--- config.mk ---
export PLATFORM = sky130hd
export DESIGN_NAME = tlul_device_adapter
export DESIGN_NICKNAME = d
export VERILOG_FILES = /design/src/rtl/tulul_pkg.sv /design/src/rtl/tlul_fifo_sync.sv /design/src/rtl/tlul_device_adapter.sv
export SDC_FILE = /design/constraint.sdc
export NUM_CORES = 1
export LEC_CHECK = 0
export ABC_CLOCK_PERIOD_IN_PS = 5130
export BUFFER_PORTS_ARGS = -buffer_cell sky130_fd_sc_hd__buf_2
export CORE_MARGIN = 2
export CORE_UTILIZATION = 49
export DETAILED_ROUTE_END_ITERATION = 12
export PLACE_DENSITY = 0.94
export SKIP_LAST_GASP = 1
export SYNTH_ARGS = -nofsm -noshare
export SYNTH_HDL_FRONTEND = slang
export SYNTH_SLANG_ARGS = --single-unit
--- constraint.sdc ---
create_clock -name clock -period 5.13 [get_ports clock]
set_input_delay 0.7695 -clock clock [delete_from_list [all_inputs] [get_ports clock]]
set_output_delay 0.7695 -clock clock [all_outputs]
set_load 0.03 [all_outputs]
--- src/rtl/tulul_pkg.sv ---
// TileLink-UL shared types for the device adapter.
// Provides bus widths, A/D opcodes, the host-to-device and device-to-host
// channel structs, and the tracking-entry struct that the adapter keeps
// for every accepted A request until its D response is delivered.
package tulul_pkg;

  localparam int TL_AW  = 32;
  localparam int TL_DW  = 32;
  localparam int TL_DBW = TL_DW / 8;
  localparam int TL_AIW = 8;
  localparam int TL_SZW = 2;
  localparam int TL_DIW = 1;

  typedef enum logic [2:0] {
    PutFullData    = 3'h0,
    PutPartialData = 3'h1,
    Get            = 3'h4
  } tl_a_op_e;

  typedef enum logic [2:0] {
    AccessAck     = 3'h0,
    AccessAckData = 3'h1
  } tl_d_op_e;

  // Opcode fields are plain vectors so that out-of-range opcodes from the
  // host can be represented and rejected.
  typedef struct packed {
    logic              a_valid;
    logic [2:0]        a_opcode;
    logic [2:0]        a_param;
    logic [TL_SZW-1:0] a_size;
    logic [TL_AIW-1:0] a_source;
    logic [TL_AW-1:0]  a_address;
    logic [TL_DBW-1:0] a_mask;
    logic [TL_DW-1:0]  a_data;
    logic              d_ready;
  } tl_h2d_t;

  typedef struct packed {
    logic              d_valid;
    logic [2:0]        d_opcode;
    logic [2:0]        d_param;
    logic [TL_SZW-1:0] d_size;
    logic [TL_AIW-1:0] d_source;
    logic [TL_DIW-1:0] d_sink;
    logic [TL_DW-1:0]  d_data;
    logic              d_error;
    logic              a_ready;
  } tl_d2h_t;

  // One entry per accepted A request; err marks requests that were
  // rejected locally and never reached the device.
  typedef struct packed {
    logic [TL_AIW-1:0] source;
    logic [TL_SZW-1:0] size;
    logic              is_read;
    logic              err;
  } tl_trk_t;

endpackage

--- src/rtl/tlul_fifo_sync.sv ---
// Synchronous FIFO with valid/ready on both sides.
// Ports:
//   clk_i, rst_ni        clock, asynchronous active-low reset (empties FIFO)
//   wvalid_i/wready_o    write side; wready_o is low whenever the FIFO is
//                        full, regardless of a same-cycle read
//   wdata_i              write data
//   rvalid_o/rready_i    read side; rvalid_o high while not empty
//   rdata_o              head entry
// Handshake: a transfer happens on a side exactly in a cycle where both its
// valid and ready are high; valid never depends on ready.
module tlul_fifo_sync #(
  parameter int Width = 8,
  parameter int Depth = 2
) (
  input  logic             clk_i,
  input  logic             rst_ni,
  input  logic             wvalid_i,
  output logic             wready_o,
  input  logic [Width-1:0] wdata_i,
  output logic             rvalid_o,
  input  logic             rready_i,
  output logic [Width-1:0] rdata_o
);

  localparam int PtrW = (Depth > 1) ? $clog2(Depth) : 1;
  localparam int CntW = $clog2(Depth + 1);

  logic [Width-1:0] mem_q [Depth];
  logic [PtrW-1:0]  wptr_q, wptr_d;
  logic [PtrW-1:0]  rptr_q, rptr_d;
  logic [CntW-1:0]  cnt_q, cnt_d;
  logic             push, pop;

  // Pointers wrap modulo Depth, which need not be a power of two.
  function automatic logic [PtrW-1:0] ptr_inc(input logic [PtrW-1:0] p);
    return (p == PtrW'(Depth - 1)) ? '0 : p + PtrW'(1);
  endfunction

  assign wready_o = (cnt_q != CntW'(Depth));
  assign rvalid_o = (cnt_q != '0);
  assign push     = wvalid_i & wready_o;
  assign pop      = rready_i & rvalid_o;
  assign rdata_o  = mem_q[rptr_q];

  always_comb begin
    wptr_d = wptr_q;
    rptr_d = rptr_q;
    cnt_d  = cnt_q;
    if (push) wptr_d = ptr_inc(wptr_q);
    if (pop)  rptr_d = ptr_inc(rptr_q);
    if (push && !pop)      cnt_d = cnt_q + CntW'(1);
    else if (pop && !push) cnt_d = cnt_q - CntW'(1);
  end

  always_ff @(posedge clk_i or negedge rst_ni) begin
    if (!rst_ni) begin
      wptr_q <= '0;
      rptr_q <= '0;
      cnt_q  <= '0;
    end else begin
      wptr_q <= wptr_d;
      rptr_q <= rptr_d;
      cnt_q  <= cnt_d;
    end
  end

  // Storage needs no reset: the count alone decides what is valid.
  always_ff @(posedge clk_i) begin
    if (push) mem_q[wptr_q] <= wdata_i;
  end

endmodule

--- src/rtl/tlul_device_adapter.sv ---
// TileLink-UL device adapter: turns TL-UL A requests into a simple
// req/gnt/rvalid device interface and returns D responses in order.
// Ports:
//   clock, reset       clock, asynchronous active-low reset
//   tl_d_c_a           A channel from the host plus d_ready
//   tl_d_c_d           D channel to the host plus a_ready
//   req_o, we_o        device request / write enable
//   addr_o, wdata_o,   address, write data and byte enables, passed
//   be_o               straight through from the A channel
//   gnt_i              device accepts req_o this cycle
//   rvalid_i, rdata_i, one in-order response per granted request
//   rerror_i
// Handshakes: A transfers when a_valid & a_ready, D transfers when
// d_valid & d_ready, device request transfers when req_o & gnt_i.
// a_ready never depends on d_ready.
module tlul_device_adapter
  import tulul_pkg::*;
#(
  parameter int unsigned Outstanding = 2
) (
  input  logic              clock,
  input  logic              reset,
  input  tl_h2d_t           tl_d_c_a,
  output tl_d2h_t           tl_d_c_d,
  output logic              req_o,
  output logic              we_o,
  output logic [TL_AW-1:0]  addr_o,
  output logic [TL_DW-1:0]  wdata_o,
  output logic [TL_DBW-1:0] be_o,
  input  logic              gnt_i,
  input  logic              rvalid_i,
  input  logic [TL_DW-1:0]  rdata_i,
  input  logic              rerror_i
);

  logic    is_get, is_pfd, is_ppd, legal;
  logic    a_ready, a_hs;
  logic    trk_wready, trk_rvalid, trk_pop;
  tl_trk_t trk_wdata, trk_head;
  logic    rsp_wready, rsp_rvalid, rsp_push, rsp_pop;
  logic [TL_DW:0] rsp_wdata, rsp_head;
  logic    d_valid, d_hs, d_error;

  always_comb begin
    is_get = (tl_d_c_a.a_opcode == Get);
    is_pfd = (tl_d_c_a.a_opcode == PutFullData);
    is_ppd = (tl_d_c_a.a_opcode == PutPartialData);
    legal  = (is_get | is_pfd | is_ppd)
           & (tl_d_c_a.a_param == 3'd0)
           & (tl_d_c_a.a_size == TL_SZW'(2))
           & (tl_d_c_a.a_address[1:0] == 2'b00)
           & !((is_get | is_pfd) & (tl_d_c_a.a_mask != '1))
           & !(is_ppd & (tl_d_c_a.a_mask == '0));
  end

  // Illegal requests are accepted locally (no grant needed) and answered
  // with an error; legal ones are accepted only when the device grants.
  // Both are held off while reset is asserted.
  assign a_ready = reset & trk_wready & (gnt_i | ~legal);
  assign req_o   = reset & tl_d_c_a.a_valid & legal & trk_wready;
  assign we_o    = is_pfd | is_ppd;
  assign addr_o  = tl_d_c_a.a_address;
  assign wdata_o = tl_d_c_a.a_data;
  assign be_o    = tl_d_c_a.a_mask;
  assign a_hs    = tl_d_c_a.a_valid & a_ready;

  always_comb begin
    trk_wdata         = '0;
    trk_wdata.source  = tl_d_c_a.a_source;
    trk_wdata.size    = tl_d_c_a.a_size;
    trk_wdata.is_read = is_get;
    trk_wdata.err     = ~legal;
  end

  tlul_fifo_sync #(
    .Width ($bits(tl_trk_t)),
    .Depth (int'(Outstanding))
  ) u_trk_fifo (
    .clk_i    (clock),
    .rst_ni   (reset),
    .wvalid_i (a_hs),
    .wready_o (trk_wready),
    .wdata_i  (trk_wdata),
    .rvalid_o (trk_rvalid),
    .rready_i (trk_pop),
    .rdata_o  (trk_head)
  );

  // A response with nothing tracked can only be a leftover from before a
  // reset, so it is dropped. Depth equals Outstanding, so rsp_wready only
  // matters for such leftovers.
  assign rsp_wdata = {rdata_i, rerror_i};
  assign rsp_push  = rvalid_i & trk_rvalid & rsp_wready;

  tlul_fifo_sync #(
    .Width (TL_DW + 1),
    .Depth (int'(Outstanding))
  ) u_rsp_fifo (
    .clk_i    (clock),
    .rst_ni   (reset),
    .wvalid_i (rsp_push),
    .wready_o (rsp_wready),
    .wdata_i  (rsp_wdata),
    .rvalid_o (rsp_rvalid),
    .rready_i (rsp_pop),
    .rdata_o  (rsp_head)
  );

  // Locally rejected entries have no device response to wait for.
  assign d_valid = trk_rvalid & (trk_head.err | rsp_rvalid);
  assign d_hs    = d_valid & tl_d_c_a.d_ready;
  assign trk_pop = d_hs;
  assign rsp_pop = d_hs & ~trk_head.err;
  assign d_error = trk_head.err | (~trk_head.err & rsp_head[0]);

  // Fields come only from FIFO heads, which cannot change until the pop,
  // so they hold while the host stalls. They read as zero when idle.
  always_comb begin
    tl_d_c_d         = '0;
    tl_d_c_d.a_ready = a_ready;
    tl_d_c_d.d_valid = d_valid;
    if (d_valid) begin
      tl_d_c_d.d_opcode = trk_head.is_read ? AccessAckData : AccessAck;
      tl_d_c_d.d_source = trk_head.source;
      tl_d_c_d.d_size   = trk_head.size;
      tl_d_c_d.d_error  = d_error;
      tl_d_c_d.d_data   = (trk_head.is_read & ~d_error) ? rsp_head[TL_DW:1] : '0;
    end
  end

endmodule

==> summary.log, run 1 <==
qor: synth.post_synth_fa_ha_maj_area_fraction 0.546%
qor: sta.finalHoldViolCount 0
qor: drt.via_count 2476
qor: setup_path.worst-endpoint-arrival 2800 ps
qor: synth.main_combinational_cell_family_by_area_after_synthesis buffers and inverters
qor: placed_design.placement.cell_area 4690 µm²
qor: floorplan.initial_utilization 50.1%
qor: drt.route.detailed.wl_per_inst 18.8 µm
qor: synth.synth_mux_area_share 10.1%
qor: sta.timing.fmax 0.280 GHz
qor: synth.synth-seq-area-share 63.4%
qor: sta.setup-violations-final 0
qor: grt.globalRouteTotalUtil 18.1%
qor: setup_path.worst_ep_required_time 4360 ps
qor: synth.synth-async-reset-ratio 8.16%
qor: synth.netlist_instances 325
qor: setup_path.cpLargestDelayFamily simple AND/OR/NAND/NOR gates
qor: setup_path.critical_path.slowest_cell sky130_fd_sc_hd__dfrtp_1
qor: floorplan.dieArea 10100 µm²
qor: layout.most-common-layout-cells sky130_fd_sc_hd__buf_2, sky130_fd_sc_hd__edfxtp_1, sky130_fd_sc_hd__mux2i_1, sky130_fd_sc_hd__nor2_1, sky130_fd_sc_hd__nor2_2
qor: floorplan.placeableCoreArea 9150 µm²
qor: setup_path.crit_type reg2out
qor: clock_network.cts_made_buffers 9
qor: setup_path.crit_path_cell_trace mux2i_4 -> and2_4 -> nand4_4 -> nor2_2 -> buf_2
qor: setup_path.crit_path_max_incr_delay 840 ps
qor: sta.worst_clock_skew 11.5 ps
qor: layout.synthToLayoutAreaGrowth 7.29%
qor: drt.routed_wl 9150 µm
qor: sta.slew-limit-headroom 35.5%
qor: clock_network.number_of_buffers_between_clock_root_and_the_deepest_sink 2
qor: setup_path.crit_path_start_kind flip-flop
qor: placed_design.dp_hpwl 6880 µm
qor: sta.finalCriticalPeriod 3570 ps
qor: setup_path.regToRegEndpoint u_trk_fifo.cnt_q[1]
qor: power_and_ir_drop.worst_vdd_drop 0.340 mV
qor: clock_network.post-cts-setup-buffers 0
qor: floorplan.die_width 101 µm
qor: clock_network.clockRootBuffer sky130_fd_sc_hd__clkbuf_8
qor: layout.final_common_cell sky130_fd_sc_hd__buf_2
qor: sta.worst_slew_pin_tran 966 ps
qor: clock_network.cts_hold_buf 0
qor: sta.final_min_period_over_clock_period 69.7%
qor: setup_path.worst_r2r_startpoint u_trk_fifo.rptr_q
qor: setup_path.path_buf_inv 1
qor: layout.drive_gt1_share 42.6%
qor: drt.drt_first_pass_iters 4
qor: power_and_ir_drop.pwr_density_cell 549 nW/µm²
qor: synth.per_instance_average_area_after_synthesis 14.1 µm²
qor: run.timing.max_cap.violations 0
qor: layout.nets 496
qor: floorplan.design.portCount 245
qor: power_and_ir_drop.power.static_leakage 2.04 nW
qor: synth.synthFlopType sky130_fd_sc_hd__edfxtp_1
qor: synth.syn-cell-area 4580 µm²
qor: sta.setup_repair_after_global_routing_missed_its_margin false
qor: placed_design.placement.io_buffers 114
qor: placed_design.routabilityCongestion 0.706
qor: synth.synth_compound_area_share 1.58%
qor: sta.slew_violations 0
qor: synth.yosys.area_share.xor_xnor 1.72%
qor: clock_network.clkTransAtPathRegs 90 ps
qor: drt.route.detailed.vias_per_inst 5.08
qor: min_path.holdCritPathClass in2async
qor: grt.first_global_vias 2534
qor: sta.finalSetupTns 0 ps
qor: drt.detail_route.drc_violations 0
qor: floorplan.rows 35
qor: drt.detail_route.iter0.violations 77
qor: setup_path.worstSetupEndpointType output port
qor: setup_path.r2r_setup_slack 2540 ps
qor: grt.grt_first_pass_wirelength 13500 µm
qor: grt.grt_max_degree 34
qor: setup_path.worst_r2r_path_depth 9
qor: layout.num_antenna_cells 0
qor: layout.postLayoutCellArea 4920 µm²
qor: run_status.outcome complete, no violations
qor: clock_network.resize_count_post_cts 0
qor: synth.postSynthRegisterBits 98
qor: clock_network.htreeDepth 3
qor: layout.fillerInstances 751
qor: synth.number_of_enable_flip_flop_cells_after_synthesis 90
qor: synth.synth.distinct_cells 36
qor: synth.ys.warnings.count 0
qor: clock_network.worstSkewPairLatency 360 ps
qor: grt.gr-total-overflow 0
qor: clock_network.clock_tree_from_tritoncts done
qor: floorplan.chipHeight 101 µm
qor: setup_path.critPathMaxFanout 32
qor: grt.antenna_found_initial 0
qor: drt.antenna_violating_nets_post_route 0
qor: synth.synth_simple_gate_area_share 8.16%
qor: clock_network.clock-sinks 98
==> logic make-up (layout without fill, tap and decap cells) <==
group	Yosys count	in the layout
AOI/OAI and AO/OA	9	9
xor gates and xnor gates	9	9
adders and majority gates	2	2
buffers and inverters	90	136
DFF	98	98
muxes	45	45
other	1	6
and+or+nand+nor	71	71
==> layer usage <==
metal	track usage [%]	vias up	routed length, µm
li1	-	1154	-
met1	17.9	1170	2880
met2	32.3	117	5010
met3	7.21	35	870
met4	9.48	0	391
met5	0	-	0
==> power breakdown <==
part / internal [W] / switching [W] / total, W
sequential: 0.00108 / 0.0000898 / 0.00117
combinational: 0.000330 / 0.000647 / 0.000977
clock: 0.000283 / 0.000269 / 0.000551
==> worst register-to-register path: stages, from the launching register on <==
cell                      delay (ps)
sky130_fd_sc_hd__dfrtp_1         840
sky130_fd_sc_hd__mux2i_4         370
sky130_fd_sc_hd__nand2_1         140
sky130_fd_sc_hd__nand2_1         340
sky130_fd_sc_hd__inv_1           110
sky130_fd_sc_hd__nand2_1         150
sky130_fd_sc_hd__ha_1            180
sky130_fd_sc_hd__xor2_1          160
sky130_fd_sc_hd__nor2_1           70
sky130_fd_sc_hd__xnor2_1         120
==> metrics by stage <==
stage | hold WS [ps] | total power (W) | util [%] | worst slack, ps | std cells
CTS | 248 | 0.00274 | 53.7 | 1500 | 487
global route | 247 | 0.00285 | 53.7 | 1370 | 487
detailed placement | 507 | 0.00218 | 51.2 | 1900 | 471
floorplan | 460 | 0.00205 | - | 2410 | 330
global placement | 488 | 0.00215 | 51.2 | 1950 | 471
finish | 254 | 0.00270 | 53.7 | 1560 | 487
==> Yosys cell counts, drive strengths merged (2+ instances only) <==
cell | n | area share [%]
mux2i | 44 | 9.9
inv | 4 | 0.33
nand2b | 2 | 0.27
dfrtp | 8 | 4.4
xor2 | 3 | 0.57
nor2 | 52 | 5.4
ha | 2 | 0.55
buf | 86 | 14
and2 | 2 | 0.33
xnor2 | 6 | 1.1
nand2 | 5 | 0.41
edfxtp | 90 | 59
o21ai | 2 | 0.22
o211ai | 2 | 0.33
==> worst max path at each step <==
| stage | startpoint | to | slack, ps | cells past startpoint |
|---|---|---|---|---|
| CTS | u_trk_fifo.rptr_q | tl_d_c_d[7] | 1500 | 5 |
| detailed placement | u_trk_fifo.rptr_q | tl_d_c_d[7] | 1900 | 5 |
| global route | u_trk_fifo.rptr_q | tl_d_c_d[13] | 1370 | 5 |
| finish | u_trk_fifo.rptr_q | tl_d_c_d[7] | 1560 | 5 |
| global placement | u_trk_fifo.rptr_q | tl_d_c_d[7] | 1950 | 5 |
| floorplan | rvalid_i | u_rsp_fifo.mem_q[0][0] | 2410 | 2 |
==> area by class of cell <==
class,instances,area (µm²),share of cell area (%)
multi-input combinational,142,1050,21.3
sequential,98,2900,59.1
timing repair buffer,116,586,11.9
clock buffer,10,128,2.60
inverter,4,15.0,0.305
clock inverter,6,98.8,2.01
tap,111,139,2.83
==> registers in the layout (all words and copies together) (netlist names) <==
signal             count
u_rsp_fifo.wptr_q      1
u_trk_fifo.cnt_q       2
u_trk_fifo.wptr_q      1
u_trk_fifo.rptr_q      1
u_trk_fifo.mem_q      24
u_rsp_fifo.mem_q      66
u_rsp_fifo.rptr_q      1
u_rsp_fifo.cnt_q       2
(Power assumes the default switching activity.)
==> run 2: changes to the inputs <==
--- a/config.mk
+++ b/config.mk
@@ -5,12 +5,12 @@
 export SDC_FILE = /design/constraint.sdc
 export NUM_CORES = 1
 export LEC_CHECK = 0
-export ABC_CLOCK_PERIOD_IN_PS = 5130
+export ABC_CLOCK_PERIOD_IN_PS = 3040
 export BUFFER_PORTS_ARGS = -buffer_cell sky130_fd_sc_hd__buf_2
 export CORE_MARGIN = 2
-export CORE_UTILIZATION = 49
+export CORE_UTILIZATION = 41
 export DETAILED_ROUTE_END_ITERATION = 12
-export PLACE_DENSITY = 0.94
+export PLACE_DENSITY = 0.85
 export SKIP_LAST_GASP = 1
 export SYNTH_ARGS = -nofsm -noshare
 export SYNTH_HDL_FRONTEND = slang
==> constraint.sdc (replaced) <==
create_clock -name clock -period 3.04 [get_ports clock]
set_input_delay 0.456 -clock clock [delete_from_list [all_inputs] [get_ports clock]]
set_output_delay 0.456 -clock clock [all_outputs]
set_load 0.03 [all_outputs]
==> run 2 against run 1 <==
Effect of this change:
- design area up 0.61%
- hold slack better by 34 ps
- non-clock buffer count up 5
- count of clock-buffer cells in the layout unchanged
- core utilization down 8.3 points
- routed wire length up 1.4%
- via count down 0.40%
- final cell count up 6.8%
- die area up 19%
- first-iteration DRC count up 56%
- critical path depth unchanged
- critical path type unchanged
- critical endpoint is now tl_d_c_d[17]
- largest power group unchanged
==> summary.log, run 2 (synthesis results as in run 1) <==
qor: run_status.outcome complete, no violations
qor: floorplan.chipHeight 110 µm [+9.0%]
qor: layout.final_common_cell sky130_fd_sc_hd__buf_2
qor: setup_path.crit_type reg2out
qor: power_and_ir_drop.p_int 0.00277 W [+64%]
qor: layout.top_register u_rsp_fifo.mem_q
qor: floorplan.rows 38 [+8.6%]
qor: setup_path.crit_path_start_kind flip-flop
qor: sta.final_min_period_over_clock_period 91.3%
qor: layout.seq_area 2900 µm² [unchanged]
qor: setup_path.crit_path_max_incr_delay 520 ps [-320 ps]
qor: clock_network.number_of_buffers_between_clock_root_and_the_deepest_sink 2 [unchanged]
qor: layout.synthToLayoutAreaGrowth 7.95%
qor: min_path.holdPathStages 1
qor: power_and_ir_drop.p_sw_share 37.3% [+0.063 points]
qor: drt.antenna_violating_nets_post_route 0 [unchanged]
qor: drt.detail_route.iter0.violations 120 [+56%]
qor: sta.slew_violations 0 [unchanged]
qor: grt.grt_first_pass_wirelength 13100 µm [-2.8%]
qor: power_and_ir_drop.pwr_density_cell 893 nW/µm² [+63%]
qor: floorplan.initial_utilization 42.1% [-8.0 points]
qor: drt.route.detailed.vias_per_inst 4.74 [-6.7%]
qor: setup_path.worstSetupEndpointType output port
qor: setup_path.critPathMaxFanout 32 [unchanged]
qor: sta.setup_repair_after_global_routing_missed_its_margin false
qor: setup_path.regToRegEndpoint u_trk_fifo.cnt_q[1]
qor: min_path.min_from rdata_i[16]
qor: sta.setup-violations-final 0 [unchanged]
qor: setup_path.worst_ep_required_time 2580 ps [-1780 ps]
qor: layout.largest_registers u_rsp_fifo.mem_q: 66 flops, u_trk_fifo.mem_q: 24 flops
qor: layout.nets 501 [+1.0%]
qor: grt.grt_max_degree 34 [unchanged]
qor: setup_path.r2r_setup_slack 950 ps [-1590 ps]
qor: clock_network.clkTransAtPathRegs 90 ps [about the same]
qor: grt.first_global_vias 2476 [-2.3%]
qor: run.timing.max_cap.violations 0 [unchanged]
qor: power_and_ir_drop.pwr-share-comb 38.7% [+2.5 points]
qor: min_path.holdCritPathClass in2reg
qor: power_and_ir_drop.worst_vdd_drop 0.635 mV [+87%]
qor: sta.worst_clock_skew 6.25 ps [-5.26 ps]
qor: layout.largest_register_ff_count 66 [unchanged]
qor: power_and_ir_drop.power_switching 0.00165 W [+64%]
qor: layout.utilization 45.4% [-8.3 points]
qor: power_and_ir_drop.clkPwrFrac 17.5% [-2.9 points]
qor: layout.most-common-layout-cells sky130_fd_sc_hd__buf_2, sky130_fd_sc_hd__edfxtp_1, sky130_fd_sc_hd__mux2i_1, sky130_fd_sc_hd__nor2_1, sky130_fd_sc_hd__nor2_2
qor: layout.fillerInstances 931 [+24%]
qor: drt.detail_route.drc_violations 0 [unchanged]
qor: power_and_ir_drop.fin_total_pwr 0.00442 W [+64%]
qor: drt.route.detailed.wl_per_inst 17.8 µm [-5.1%]
qor: setup_path.worst-endpoint-arrival 2320 ps [-480 ps]
qor: setup_path.worst_r2r_path_depth 8 [-1]
qor: power_and_ir_drop.power.static_leakage 2.03 nW [about the same]
qor: clock_network.cts_made_buffers 9 [unchanged]
qor: grt.gr-total-overflow 0 [unchanged]
qor: placed_design.routabilityCongestion 0.718 [+1.7%]
qor: layout.area_occupied_by_multi_input_gates 1050 µm² [+0.48%]
qor: setup_path.worst_r2r_startpoint u_trk_fifo.cnt_q[0]
qor: grt.antenna_found_initial 1 [+1]
qor: placed_design.dp_hpwl 7120 µm [+3.5%]
qor: sta.slew-limit-headroom 45.9% [+10 points]
qor: floorplan.placeableCoreArea 10900 µm² [+19%]
qor: setup_path.crit_path_cell_trace buf_4 -> mux2_2 -> nand4_4 -> nor2_1 -> buf_2
qor: floorplan.dieArea 12000 µm² [+19%]
qor: clock_network.clockRootBuffer sky130_fd_sc_hd__clkbuf_8
qor: sta.worst_slew_pin_tran 812 ps [-154 ps]
qor: sta.finalSetupTns 0 ps [unchanged]
qor: sta.finalHoldViolCount 0 [unchanged]
qor: floorplan.design.portCount 245 [unchanged]
qor: clock_network.post-cts-setup-buffers 0 [unchanged]
qor: power_and_ir_drop.power.sequential.fraction 43.8% [+0.4 points]
qor: min_path.hold_path_end u_rsp_fifo.mem_q[0][17]
qor: sta.finalCriticalPeriod 2780 ps
qor: layout.postLayoutCellArea 4950 µm² [+0.61%]
qor: clock_network.htreeDepth 3 [unchanged]
qor: drt.via_count 2466 [-0.40%]
qor: drt.routed_wl 9280 µm [+1.4%]
qor: grt.globalRouteTotalUtil 15.0% [-3.1 points]
qor: clock_network.clock_tree_from_tritoncts done
qor: drt.drt_first_pass_iters 6 [+2]
qor: clock_network.clock-sinks 98 [unchanged]
qor: floorplan.die_width 110 µm [+9.0%]
qor: clock_network.worstSkewPairLatency 350 ps [about the same]
qor: setup_path.critical_path.slowest_cell sky130_fd_sc_hd__nand4_4
qor: layout.drive_gt1_share 42.5% [-0.073 points]
qor: sta.timing.fmax 0.360 GHz
qor: placed_design.placement.io_buffers 114 [unchanged]
qor: placed_design.placement.cell_area 4760 µm² [+1.5%]
run 2: changes by cell type in the layout (fill, tap and decap cells not counted), sizes merged:
cell         previous run  this run
inv                     6         4
diode                   0         1
dlygate4sd3             0         1
clkinv                  1         2
bufinv                  2         1
buf                   116       120
run 2: final cells by class:
type                    count  area share [%]
clock inverters             4           0.911
inverters                   4           0.304
repair buffers            121            12.6
flip-flops and latches     98            58.7
well taps                 140            3.54
multi-input cells         142            21.2
diodes                      1          0.0506
clock buffers              10            2.58
run 2: how the worst max path moves through the flow:
stage	startpoint	endpoint	slack, ps	cells past startpoint
global route	u_trk_fifo.rptr_q	tl_d_c_d[17]	90	5
CTS	u_trk_fifo.rptr_q	tl_d_c_d[17]	190	5
detailed placement	u_trk_fifo.rptr_q	tl_d_c_d[17]	590	5
finish	u_trk_fifo.rptr_q	tl_d_c_d[17]	260	5
global placement	u_trk_fifo.rptr_q	tl_d_c_d[17]	590	5
floorplan	u_trk_fifo.cnt_q[0]	u_rsp_fifo.mem_q[0][0]	490	3
run 2: routing by layer:
metal,GRT usage (%),wire length (µm)
met1,14.2,2870
met2,27.6,5130
met3,6.88,1060
met4,6.60,221
met5,0,0
run 2: metrics by stage:
| step | instances | hold WS, ps | worst slack, ps |
|---|---|---|---|
| after floorplan | 330 | 160 | 491 |
| after global placement | 504 | 321 | 585 |
| after detailed placement | 504 | 322 | 585 |
| after CTS | 519 | 268 | 188 |
| after global routing | 519 | 263 | 87.0 |
| final | 520 | 288 | 264 |
run 2: critical path: cells and delay by family, from the launching register on:
family	cells	cell delay, ps
simple gates	2	810
buf+inv	2	450
flops	1	420
mux	1	280
run 2: repair_timing:
action,CTS,global route
hold buffers,1,0
gates resized for setup,0,0
endpoints found under the hold margin,8,0
run 2: power by group through the flow:
stage	registers, W	clock network [W]	logic, W
CTS	0.00194	0.000796	0.00175
finish	0.00194	0.000772	0.00171
global placement	0.00195	0	0.00172
global route	0.00196	0.000848	0.00185
floorplan	0.00193	0	0.00153
detailed placement	0.00197	0	0.00174
==> run 3: changes to the inputs <==
--- a/config.mk
+++ b/config.mk
@@ -5,12 +5,13 @@
 export SDC_FILE = /design/constraint.sdc
 export NUM_CORES = 1
 export LEC_CHECK = 0
+export ABC_AREA = 1
 export ABC_CLOCK_PERIOD_IN_PS = 3040
 export BUFFER_PORTS_ARGS = -buffer_cell sky130_fd_sc_hd__buf_2
 export CORE_MARGIN = 2
-export CORE_UTILIZATION = 41
+export CORE_UTILIZATION = 40
 export DETAILED_ROUTE_END_ITERATION = 12
-export PLACE_DENSITY = 0.85
+export PLACE_DENSITY = 0.84
 export SKIP_LAST_GASP = 1
 export SYNTH_ARGS = -nofsm -noshare
 export SYNTH_HDL_FRONTEND = slang
==> run 3 against run 2 <==
Effect of this change:
- area after synthesis down 0.22%
- sequential cell count unchanged
- global-route usage down 0.33 points
- first-iteration DRC count down 22%
- core utilization down 0.35 points
- die area up 2.2%
- non-clock buffer count unchanged
- critical endpoint is now tl_d_c_d[26]
- largest cell class unchanged
==> summary.log, run 3 <==
qor: sta.worst_slew_pin_tran 615 ps [-197 ps]
qor: setup_path.crit_path_from u_trk_fifo.rptr_q
qor: sta.finalSetupTns 0 ps [unchanged]
qor: run_status.outcome complete, no violations
qor: min_path.hold_path_end u_trk_fifo.mem_q[1][4]
qor: sta.final_min_period_over_clock_period 90.9% [-0.42 points]
qor: sta.setup-violations-final 0 [unchanged]
qor: synth.synth_commonest_cells sky130_fd_sc_hd__edfxtp_1, sky130_fd_sc_hd__buf_4, sky130_fd_sc_hd__nand2_1
qor: sta.timing.fmax 0.362 GHz [+0.46%]
qor: layout.top_register u_rsp_fifo.mem_q
qor: drt.detail_route.iter0.violations 94 [-22%]
qor: synth.netlist_instances 361 [+11%]
qor: setup_path.worst-endpoint-arrival 2310 ps [about the same]
qor: power_and_ir_drop.power.static_leakage 2.19 nW [+7.8%]
qor: setup_path.r2r_setup_slack 700 ps [-250 ps]
qor: floorplan.die_width 111 µm [+1.1%]
qor: synth.synth.distinct_cells 27 [-25%]
qor: clock_network.clockRootBuffer sky130_fd_sc_hd__clkbuf_16
qor: layout.final_common_cell sky130_fd_sc_hd__buf_2
qor: power_and_ir_drop.p_sw_share 38.2% [+0.89 points]
qor: setup_path.worstSetupEndpointType output port
qor: setup_path.worst_ep_required_time 2580 ps [about the same]
qor: layout.drive_gt1_share 39.3% [-3.2 points]
qor: layout.nets 537 [+7.2%]
qor: placed_design.dp_hpwl 7150 µm [+0.36%]
qor: layout.largest_register_ff_count 66 [unchanged]
qor: power_and_ir_drop.power.sequential.fraction 40.2% [-3.6 points]
qor: drt.route.detailed.vias_per_inst 4.73 [-0.18%]
qor: sta.worst_slack 277 ps [+12.8 ps]
qor: synth.yosys.area.top_type sky130_fd_sc_hd__edfxtp_1
qor: placed_design.placement.io_buffers 114 [unchanged]
qor: drt.detail_route.drc_violations 0 [unchanged]
qor: power_and_ir_drop.clkPwrFrac 22.7% [+5.2 points]
qor: synth.postSynthRegisterBits 98 [unchanged]
qor: clock_network.number_of_buffers_between_clock_root_and_the_deepest_sink 2 [unchanged]
qor: power_and_ir_drop.worst_vdd_drop 0.613 mV [-3.4%]
qor: drt.met2_length 4650 µm [-9.3%]
qor: min_path.min_from tl_d_c_a[69]
qor: sta.worst_clock_skew 7.69 ps [+1.44 ps]
qor: synth.number_of_enable_flip_flop_cells_after_synthesis 90 [unchanged]
qor: layout.num_antenna_cells 0 [-1]
qor: drt.antenna_violating_nets_post_route 0 [unchanged]
qor: power_and_ir_drop.pwr-share-comb 37.1% [-1.6 points]
qor: synth.ys.warnings.count 0 [unchanged]
qor: drt.route.detailed.wl_per_inst 16.7 µm [-6.7%]
qor: clock_network.worstSkewPairLatency 340 ps [about the same]
qor: drt.routedLengthMet1 3340 µm [+16%]
qor: setup_path.crit_type reg2out
qor: min_path.holdPathStages 1 [unchanged]
qor: synth.yosys.area.top_type_share 59.1% [+0.13 points]
qor: setup_path.crit_path_start_kind flip-flop
qor: synth.post_synth_fa_ha_maj_area_fraction 0.547% [+0.0012 points]
qor: grt.grt_first_pass_wirelength 13800 µm [+4.9%]
qor: synth.yosys.area_share.xor_xnor 1.15% [-0.57 points]
qor: layout.most-common-layout-cells sky130_fd_sc_hd__buf_2, sky130_fd_sc_hd__edfxtp_1, sky130_fd_sc_hd__nand2_1, sky130_fd_sc_hd__mux2i_1, sky130_fd_sc_hd__nor2_1
qor: min_path.holdCritPathClass in2reg
qor: drt.routed_wl 9330 µm [+0.53%]
qor: power_and_ir_drop.p_int 0.00297 W [+7.3%]
qor: drt.via_count 2651 [+7.5%]
qor: floorplan.rows 39 [+2.6%]
qor: sta.fin_worst_hold_slack 306 ps [+18.4 ps]
qor: layout.largest_registers u_rsp_fifo.mem_q: 66 flops, u_trk_fifo.mem_q: 24 flops
qor: floorplan.initial_utilization 40.6% [-1.5 points]
qor: placed_design.detailedPlace.worstSlack 505 ps [-80.5 ps]
qor: grt.antenna_found_initial 0 [-1]
qor: clock_network.htreeDepth 3 [unchanged]
qor: grt.globalRouteTotalUtil 14.7% [-0.33 points]
qor: synth.per_instance_average_area_after_synthesis 12.7 µm² [-10%]
qor: synth.yosysMostFrequentCell sky130_fd_sc_hd__edfxtp_1
qor: grt.first_global_vias 2704 [+9.2%]
qor: floorplan.design.portCount 245 [unchanged]
qor: layout.fillerInstances 1006 [+8.1%]
qor: run.timing.max_cap.violations 0 [unchanged]
qor: synth.synthFlopType sky130_fd_sc_hd__edfxtp_1
qor: sta.slew-limit-headroom 58.8% [+13 points]
qor: setup_path.worst_r2r_path_depth 11 [+3]
qor: synth.synth-seq-area-share 63.5% [+0.14 points]
qor: synth.synth_compound_area_share 2.90% [+1.3 points]
qor: grt.gr-total-overflow 0 [unchanged]
qor: synth.syn-cell-area 4570 µm² [-0.22%]
qor: floorplan.chipHeight 111 µm [+1.1%]
qor: setup_path.critPathMaxFanout 32 [unchanged]
qor: sta.finalCriticalPeriod 2760 ps [-12.8 ps]
qor: drt.drt_first_pass_iters 4 [-2]
qor: power_and_ir_drop.power_switching 0.00184 W [+11%]
qor: drt.met3RoutedLength 1080 µm [+2.4%]
qor: sta.finalHoldViolCount 0 [unchanged]
qor: clock_network.clock_tree_from_tritoncts done
qor: layout.synthToLayoutAreaGrowth 11.1%
qor: floorplan.placeableCoreArea 11300 µm² [+3.5%]
qor: drt.maxUsedRoutingLayer met4
qor: synth.synth_top_cells_by_area sky130_fd_sc_hd__edfxtp_1, sky130_fd_sc_hd__buf_4, sky130_fd_sc_hd__mux2i_1
qor: synth.synth_simple_gate_area_share 9.33% [+1.2 points]
qor: clock_network.clkTransAtPathRegs 70 ps [-20 ps]
qor: synth.synth-async-reset-ratio 8.16% [unchanged]
qor: sta.slew_violations 0 [unchanged]
qor: floorplan.dieArea 12300 µm² [+2.2%]
qor: power_and_ir_drop.pwr_density_cell 946 nW/µm² [+5.9%]
qor: clock_network.cts_made_buffers 9 [unchanged]
qor: setup_path.regToRegEndpoint u_trk_fifo.cnt_q[1]
qor: synth.synth_mux_area_share 7.01% [-3.1 points]
qor: setup_path.worst_r2r_startpoint u_trk_fifo.rptr_q
qor: synth.main_combinational_cell_family_by_area_after_synthesis buffers and inverters
qor: placed_design.routabilityCongestion 0.799 [+11%]
qor: sta.setup_repair_after_global_routing_missed_its_margin false
qor: layout.utilization 45.1% [-0.35 points]
qor: clock_network.clock-sinks 98 [unchanged]
qor: grt.grt_max_degree 33 [-2.9%]
==> run 3: timing repair <==
item / CTS / global route
hold buffers: 1 / 0
setup endpoints to repair: 0 / 32
setup buffers: 0 / 0
hold endpoints to repair: 8 / 0
gates resized for setup: 0 / 1
==> run 3: per-layer routing <==
metal / vias up / global-route usage [%]
met3: 35 / 8.31
met1: 1227 / 14.5
met4: 0 / 6.08
li1: 1243 / -
met5: - / 2.92
met2: 146 / 25.1
==> run 3: power groups by stage <==
stage	sequential, W	combinational (W)	clock [W]
6_report	0.00193	0.00178	0.00109
5_1_grt	0.00196	0.00194	0.00118
4_1_cts	0.00194	0.00180	0.00112
3_5_place_dp	0.00196	0.00179	0
3_3_place_gp	0.00195	0.00174	0
2_1_floorplan	0.00192	0.00152	0
==> run 3: logic make-up after synthesis <==
logic type      count (synthesis)
simple gates                   95
other cells                     1
xor+xnor                        6
fa+ha+maj                       2
compound gates                 22
buf+inv                       105
flops                          98
mux                            32
==> run 3: how the worst max path moves through the flow <==
stage | end | slack, ps | depth (start not counted)
2_1_floorplan | u_rsp_fifo.mem_q[0][0] | 540 | 4
3_5_place_dp | tl_d_c_d[2] | 500 | 9
3_3_place_gp | tl_d_c_d[32] | 650 | 9
5_1_grt | tl_d_c_d[24] | 60 | 9
6_report | tl_d_c_d[26] | 280 | 9
4_1_cts | tl_d_c_d[2] | 120 | 9
==> run 3: final cells by class <==
type                    instances  area [µm²]  area share [%]
inverters                      19        71.3            1.40
repair buffers                121         626            12.3
well taps                     143         179            3.52
clock inverters                 5        45.0           0.886
clock buffers                  11         253            4.97
flip-flops and latches         98        2900            57.2
multi-input cells             163        1000            19.7
==> run 3: worst max-delay path, cell delays in order (launching register included) <==
cell and delay (ps):
sky130_fd_sc_hd__dfrtp_1 610, sky130_fd_sc_hd__inv_2 210, sky130_fd_sc_hd__a21oi_4 200, sky130_fd_sc_hd__nand3_1 90, sky130_fd_sc_hd__nand2_1 70, sky130_fd_sc_hd__buf_4 180, sky130_fd_sc_hd__inv_2 100, sky130_fd_sc_hd__nand2_8 250
sky130_fd_sc_hd__nor2_1 80, sky130_fd_sc_hd__buf_2 190
==> run 3: stage by stage <==
step                      power, W  instance area [µm²]  cells
after global placement     0.00368                 4760    543
after detailed placement   0.00376                 4760    543
after floorplan            0.00344                 4590    366
final                      0.00481                 5080    560
after CTS                  0.00486                 5070    560
after global routing       0.00508                 5080    560
